--- config.mk ---
export PLATFORM = sky130hd
export DESIGN_NAME = jtag_scan_master
export DESIGN_NICKNAME = d
export VERILOG_FILES = /design/src/rtl/jtag_scan_master.sv
export SDC_FILE = /design/constraint.sdc
export NUM_CORES = 1
export LEC_CHECK = 0
export CORE_MARGIN = 3
export CORE_UTILIZATION = 25
export DETAILED_ROUTE_END_ITERATION = 10
export GPL_TIMING_DRIVEN = 0
export PLACE_DENSITY_LB_ADDON = 0.12
export SYNTH_ARGS = -nofsm -noshare
export SYNTH_HDL_FRONTEND = slang
export SYNTH_SLANG_ARGS = --single-unit
--- constraint.sdc ---
create_clock -name clk -period 3 [get_ports clk]
set_clock_uncertainty 0.05 [all_clocks]
set_input_delay 0.45 -clock clk [delete_from_list [all_inputs] [get_ports clk]]
set_output_delay 0.45 -clock clk [all_outputs]
set_load 0.01 [all_outputs]
--- src/rtl/jtag_scan_master.sv ---
// rtl/jtag_scan_master.sv - JTAG initiator turning scan commands into TCK/TMS/TDI sequences
// Optional trst_n output is enabled by defining JTAG_SCAN_MASTER_TRST_EN.
module jtag_scan_master #(
    parameter int MAX_LEN = 64,
    parameter int CLK_DIV = 2,
    parameter int LEN_W   = $clog2(MAX_LEN + 1)
) (
    input  logic               clk,
    input  logic               reset,
    input  logic               cmd_valid,
    output logic               cmd_ready,
    input  logic [1:0]         cmd_op,
    input  logic [LEN_W-1:0]   cmd_len,
    input  logic [MAX_LEN-1:0] cmd_data,
    output logic               rsp_valid,
    input  logic               rsp_ready,
    output logic [MAX_LEN-1:0] rsp_data,
    output logic               busy,
    output logic               tck,
    output logic               tms,
    output logic               tdi,
`ifdef JTAG_SCAN_MASTER_TRST_EN
    output logic               trst_n,
`endif
    input  logic               tdo
);
    localparam int DIV_W = $clog2(2 * CLK_DIV);
    localparam logic [1:0] OP_RESET = 2'd0;
    localparam logic [1:0] OP_IR    = 2'd1;
    localparam logic [1:0] OP_DR    = 2'd2;
    localparam logic [1:0] OP_RUN   = 2'd3;

    typedef enum logic [2:0] {S_INIT, S_IDLE, S_PRE, S_SHIFT, S_POST, S_WAIT, S_RESP} state_t;

    state_t             state;
    logic [1:0]         op_q;
    logic [LEN_W-1:0]   len_q;
    logic [MAX_LEN-1:0] data_q;
    logic [LEN_W-1:0]   bit_idx;
    logic [DIV_W-1:0]   div_cnt;
    logic [LEN_W-1:0]   len_c;

    logic [LEN_W-1:0]   seq_len;
    logic [LEN_W-1:0]   nxt_idx;
    state_t             follow;
    state_t             nxt_st;
    logic               nxt_tms;
    logic               nxt_tdi;

    assign len_c = (cmd_len > LEN_W'(MAX_LEN)) ? LEN_W'(MAX_LEN) : cmd_len;

    // Where the bit engine goes at the next TCK fall: next bit of this phase or first bit of the next
    always_comb begin
        seq_len = LEN_W'(1);
        follow  = S_IDLE;
        case (state)
            S_INIT:  begin seq_len = LEN_W'(6); follow = S_IDLE; end
            S_PRE: begin
                seq_len = (op_q == OP_IR) ? LEN_W'(4) : (op_q == OP_DR) ? LEN_W'(3) : LEN_W'(5);
                follow  = (op_q == OP_RESET) ? S_POST : S_SHIFT;
            end
            S_SHIFT: begin seq_len = len_q; follow = S_POST; end
            S_POST:  begin seq_len = (op_q == OP_RESET) ? LEN_W'(1) : LEN_W'(2); follow = S_RESP; end
            S_WAIT:  begin seq_len = len_q; follow = S_RESP; end
            default: ;
        endcase
        nxt_st  = (bit_idx == seq_len - LEN_W'(1)) ? follow : state;
        nxt_idx = (nxt_st != state) ? '0 : bit_idx + LEN_W'(1);
        nxt_tms = 1'b0;
        nxt_tdi = 1'b0;
        case (nxt_st)
            S_INIT:  nxt_tms = (nxt_idx < LEN_W'(5));
            S_PRE:   nxt_tms = (op_q == OP_IR) ? (nxt_idx < LEN_W'(2)) :
                               (op_q == OP_DR) ? (nxt_idx == '0) : 1'b1;
            S_SHIFT: begin
                nxt_tms = (nxt_idx == len_q - LEN_W'(1));
                nxt_tdi = |(data_q & ({{(MAX_LEN-1){1'b0}}, 1'b1} << nxt_idx));
            end
            S_POST:  nxt_tms = (op_q != OP_RESET) && (nxt_idx == '0);
            default: ;
        endcase
    end

    always_ff @(posedge clk or negedge reset) begin
        if (!reset) begin
            state     <= S_INIT;
            tck       <= 1'b0;
            tms       <= 1'b1;
            tdi       <= 1'b0;
            cmd_ready <= 1'b0;
            rsp_valid <= 1'b0;
            rsp_data  <= '0;
            busy      <= 1'b1;
            div_cnt   <= '0;
            bit_idx   <= '0;
            op_q      <= OP_RESET;
            len_q     <= '0;
            data_q    <= '0;
`ifdef JTAG_SCAN_MASTER_TRST_EN
            trst_n    <= 1'b0;
`endif
        end else begin
            case (state)
                S_IDLE: if (cmd_valid) begin
                    op_q      <= cmd_op;
                    len_q     <= len_c;
                    data_q    <= cmd_data;
                    rsp_data  <= '0;
                    cmd_ready <= 1'b0;
                    busy      <= 1'b1;
                    bit_idx   <= '0;
                    div_cnt   <= '0;
                    if (cmd_op == OP_RESET) begin
                        state <= S_PRE;
                        tms   <= 1'b1;
`ifdef JTAG_SCAN_MASTER_TRST_EN
                        trst_n <= 1'b0;
`endif
                    end else if (len_c == '0) begin
                        state     <= S_RESP;
                        rsp_valid <= 1'b1;
                    end else if (cmd_op == OP_RUN) begin
                        state <= S_WAIT;
                        tms   <= 1'b0;
                    end else begin
                        state <= S_PRE;
                        tms   <= 1'b1;
                    end
                end
                S_RESP: if (rsp_ready) begin
                    state     <= S_IDLE;
                    rsp_valid <= 1'b0;
                    cmd_ready <= 1'b1;
                    busy      <= 1'b0;
                end
                default: begin
`ifdef JTAG_SCAN_MASTER_TRST_EN
                    // Hold the TAP in hardware reset for one TCK period before the TMS init
                    if (!trst_n && state == S_INIT) begin
                        if (div_cnt == DIV_W'(2 * CLK_DIV - 1)) begin
                            div_cnt <= '0;
                            trst_n  <= 1'b1;
                        end else begin
                            div_cnt <= div_cnt + DIV_W'(1);
                        end
                    end else
`endif
                    if (div_cnt != DIV_W'(CLK_DIV - 1)) begin
                        div_cnt <= div_cnt + DIV_W'(1);
                    end else begin
                        div_cnt <= '0;
                        if (!tck) begin
                            tck <= 1'b1;
                            if (state == S_SHIFT)
                                rsp_data <= rsp_data | ({{(MAX_LEN-1){1'b0}}, tdo} << bit_idx);
                        end else begin
                            tck       <= 1'b0;
                            state     <= nxt_st;
                            bit_idx   <= nxt_idx;
                            tms       <= nxt_tms;
                            tdi       <= nxt_tdi;
                            busy      <= (nxt_st != S_IDLE);
                            cmd_ready <= (nxt_st == S_IDLE);
                            rsp_valid <= (nxt_st == S_RESP);
`ifdef JTAG_SCAN_MASTER_TRST_EN
                            if (state == S_PRE && nxt_st != S_PRE)
                                trst_n <= 1'b1;
`endif
                        end
                    end
                end
            endcase
        end
    end
endmodule
[Yosys cells after proc, flatten, opt, wreduce, memory -nomap -nowiden]
Cells that the tools add are included.
W data, S select, Z words.
Storage, ports and cells
  flip-flop bits (word level): 155
  latch bits: 0
  bits in writable memories: 0
  memory bits (read-only): 0
  input bits: 78
  output and inout port bits: 70
  logic and storage cells: 135
  memories: 0
Operators by class
  $add $sub $neg: 4
  multipliers: 0
  div/mod/pow operators: 0
  order comparisons: 3
  equal/unequal tests: 27
  shift-type cells: 2
  muxes and demuxes: 57
  bitwise gates (word level): 5
  reductions and logical operators: 24
Operators with widths (number)
  $mux W64: 4
  $pmux W64 S2: 1
  $and A64 B64 Y64: 1
  $or A64 B64 Y64: 1
  $reduce_or A64 Y1: 1
  $shl A1 B7 Y64: 1
  $shl A1 B7 Y64 const A: 1
  $mux W7: 5
  $mux W3: 11
  $pmux W7 S4: 1
  $mux W1: 23
  $eq A3 B3 Y1 const B: 5
  $eq A7 B7 Y1: 2
  $logic_not A7 Y1: 2
  $pmux W7 S2: 1
  $sub A7 B1 Y7 const B: 2
  $eq A3 B2 Y1 const B: 4
  $reduce_and A5 Y1: 2
  $pmux W3 S3: 1
  $ne A2 B2 Y1 const B: 4
  $pmux W1 S2: 4
  $reduce_and A4 Y1: 2
  $add A7 B1 Y7 const B: 1
  $gt A7 B7 Y1 const B: 1
  other kinds (24): 41

[Depth between registers and ports, before layout]
  word-level depth: 16
  mapped depth: 17

[Worst setup path before layout]
No wires, ideal clock.
  kind: flip-flop to flip-flop
  start point: register state[0]
  end point: register tms
  data arrival time: 2907 ps
  required time: 2873 ps
  path slack: -35 ps
  cell stages (with the launch flop): 16
  path buffers: 2
  period minus slack after synthesis: 3035 ps
  cell sequence: dfrtp_1 buf_2 nor4b_2 a211oi_2 nand2_1 inv_1 ha_1 xnor2_1 and3_1 o211ai_1 or3_1 buf_2 nor3_1 mux2_2 o211a_1 o22ai_1
On the way
  word-level cells in the longest chain between the ends: 15
  elaborated cells between the ends (all ways): 37
  those cells by class: 1 x add/sub; 2 x order compare; 15 x eq/ne; 10 x mux; 1 x bitwise; 8 x reduce/logical
Ends and longest elaborated chain
  from (decl): RTL line 35  | state_t state;
  from (signal assigned): RTL line 158  | state <= nxt_st;
  branches (longest 15 deep; another with $sub A7 B1 Y7)
  to (signal assigned): RTL line 160  | tms <= nxt_tms;
  to (decl): RTL line 20  | output logic tms,
Several ways; the timed one is not identified. The select of a mux whose other input is x is not followed.
A chain may end at the register's enable or synchronous reset.

[Worst setup path after layout]
  start point: register state[2]
  end point: register tms
The elaborated chain is that of the path after synthesis.

==> impl_metrics.ini <==
[outcome]
violations = negative setup slack
status = finished with violations

[clock_network]
cts_htree_levels = 4
cts_root_buffer = clkbuf_16
clock_path_buffers = 2
cts_sinks = 155
cts_buffers = 17
clk_latency_ps = 440
clk_pin_slew_worst_paths_ps = 70
cts_tree = yes

[synth]
synth_area_leaders = dfrtp_1, nand2_1, a21oi_1
ys_warn_count = 0
syn_area_per_cell_um2 = 8.62
synth_cell_type_count = 83
ys_async_sr_fraction_pct = 100
seq_area_frac_synth_pct = 49.2
yosysMostFrequentCell = nand2_1
synth_area_um2 = 7890
synth-edff-count = 0
synthCells = 915
synthTopCellsByCount = nand2_1, dfrtp_1, nor2_1, a21oi_1, clkbuf_1
synth.largest_area_cell = dfrtp_1
synth_nets = 996
synth_top_area_share_pct = 48.5
synth-seq-cells = 155
ys.flop_type = dfrtp_1

[worst_setup_path]
path_class = reg2reg
r2r-start = state[2]
cp-end-kind = flop
rrSetupSlack_ps = -110
required_ps = 3300
cp_max_fo = 8
r2r_end = tms
crit_start = state[2]
cp_data_arrival_time_ps = 3410
start_kind = flop
crit_end = tms
worst_r2r_path_depth = 16

[global_route]
grt_use_met1_pct = 24.2
grt_pass1_vias = 7434
grt_antenna_before_repair = 0
grt_pass1_wl_um = 44000
grt_use_met3_pct = 2.77
grt.overflow.total = 0
use_met2_pct = 26.7
grt_max_degree = 80
top_usage_layer = met2
track_usage_pct = 16.9

[sta]
min_period_ps = 3110
drv_slew = 0
worst_pin_slew_ps = 1120
max_slew_margin_pct = 24.9
tns_ps = -472
rsz0062_at_grt = yes
fmax_mhz = 321
hold_viol_final = 0
finalSetupViolations = 11
worst_slack_ps = -114
finalCritPeriodShare_pct = 104

[final_layout]
nNetsFinal = 1184
design_area_um2 = 11000
layoutNonFillerInstCount = 1512
antennaDiodeCount = 0
syn2layout_area_growth_pct = 39.9
drive_gt1_share_pct = 13.9

[placement]
dp_hpwl_um = 20100
numPlacedInstances = 1459
gp_congestion = 0.816
place_area_um2 = 9900
io_buffers = 147

[floorplanning]
start_util_pct = 25.6
die_width_um = 184
coreArea_um2 = 30800
core.rowCount = 64
die_h_um = 184
die_area_um2 = 33700
io_pins = 148

[min_path]
hold_path_class = reg2reg

[route]
wl_per_cell_um = 18.7
dr.pass1.iters = 5
drt_iter0_markers = 543
drc = 0
vias_per_cell = 4.86
drt-total-wl_um = 28300
vias = 7352
ant_nets = 0

[power_and_ir_drop]
vdd_drop_max_uv = 378
power.density_nw_per_um2 = 406
leakagePower_nw = 4.94

[run]
drv_cap = 0
[cells by family after synthesis]
kind of cell / count (synthesis) / synth area share [%]
xor+xnor: 22 / 2.63
mux: 18 / 3.22
fa+ha+maj: 3 / 0.476
compound gates: 189 / 15.3
simple gates: 456 / 25.1
flops: 155 / 49.2
buf+inv: 72 / 4.06
[critical path: stages, from the launching register on]
cell and delay (ps):
dfrtp_1 370, buf_6 130, nor4b_4 130, a211oi_2 250, nand2_1 120, inv_2 80, ha_4 140, xnor2_2 110
and3_1 180, o211ai_1 120, or3_1 340, buf_6 160, nor2_4 140, buf_6 150, a22oi_2 80, o211a_1 260
o22ai_2 200
[layer usage]
metal	share of wire (%)	wire (µm)
met5	0	0
met4	0.92	259
met3	4.1	1160
met2	47	13400
met1	48	13500
[worst min path at each step]
stage	from	to	slack (ps)	cells after the start
floorplan	reset	bit_idx[0]	100	0
global route	data_q[18]	data_q[18]	450	2
global placement	data_q[18]	data_q[18]	410	2
finish	data_q[42]	data_q[42]	420	2
CTS	data_q[42]	data_q[42]	430	2
detailed placement	data_q[42]	data_q[42]	410	2
[repair_timing]
action,4_1_cts,5_1_grt
pin swaps,19,15
hold endpoints to repair,16,0
hold buffers,1,0
endpoints found under the setup margin,79,88
buffers inserted,15,4
gates cloned,1,0
resized for setup,61,40
[sequential cells by signal, indices dropped and copies added (netlist names)]
register,count
bit_idx,7
busy,1
cmd_ready,1
data_q,64
div_cnt,2
len_q,7
op_q,2
rsp_data,64
rsp_valid,1
state,3
tck,1
tdi,1
tms,1
[metrics by stage]
stage	power (W)	hold slack [ps]	util (%)	setup slack, ps
2_1_floorplan	0.00217	104	-	12.7
3_3_place_gp	0.00235	407	32.0	-5660
3_5_place_dp	0.00235	409	32.1	-789
4_1_cts	0.00454	428	35.2	-175
5_1_grt	0.00466	450	35.8	-277
6_report	0.00448	422	35.8	-114
[cell type report]
type                            count  area, µm²
Inverter                           12       45.0
Clock buffer                       18        429
Sequential cell                   155       3880
Multi-Input combinational cell    688       4010
Clock inverter                     14        154
Tap cell                          396        495
Buffer                             60        317
Fill cell                        3188      19800
Timing Repair Buffer              169       1700
[where the power goes]
part	leakage (nW)	internal, W	switching [W]	total, W
combinational	2.57	0.000119	0.0000865	0.000205
sequential	2.09	0.00210	0.00000619	0.00211
clock	0.275	0.00111	0.00106	0.00217
[layout by cell type, fill, tap and decap left out, types with 5 or more instances in the layout]
cell type	synthesis	routed
nor2_2	0	8
mux2i_1	7	7
clkbuf_1	39	37
a21oi_1	91	86
o21ai_0	24	15
buf_6	1	10
nor3_1	14	9
nor4_1	5	5
buf_2	12	9
mux4_2	5	5
nand2_1	250	246
inv_1	12	11
a21o_1	5	5
nor2_4	1	6
and3_1	5	5
nand4_1	8	8
xnor2_1	11	7
clkbuf_16	0	17
dfrtp_1	153	151
nand2b_1	10	9
clkdlybuf4s50_1	0	146
inv_8	0	5
nor2_1	109	96
nand3_1	16	15
buf_4	3	15
o21ai_1	1	8
nand3b_1	9	9
a31oi_1	6	6
or3_1	5	5
xor2_1	9	8
Power figures use the tool's default switching activity.
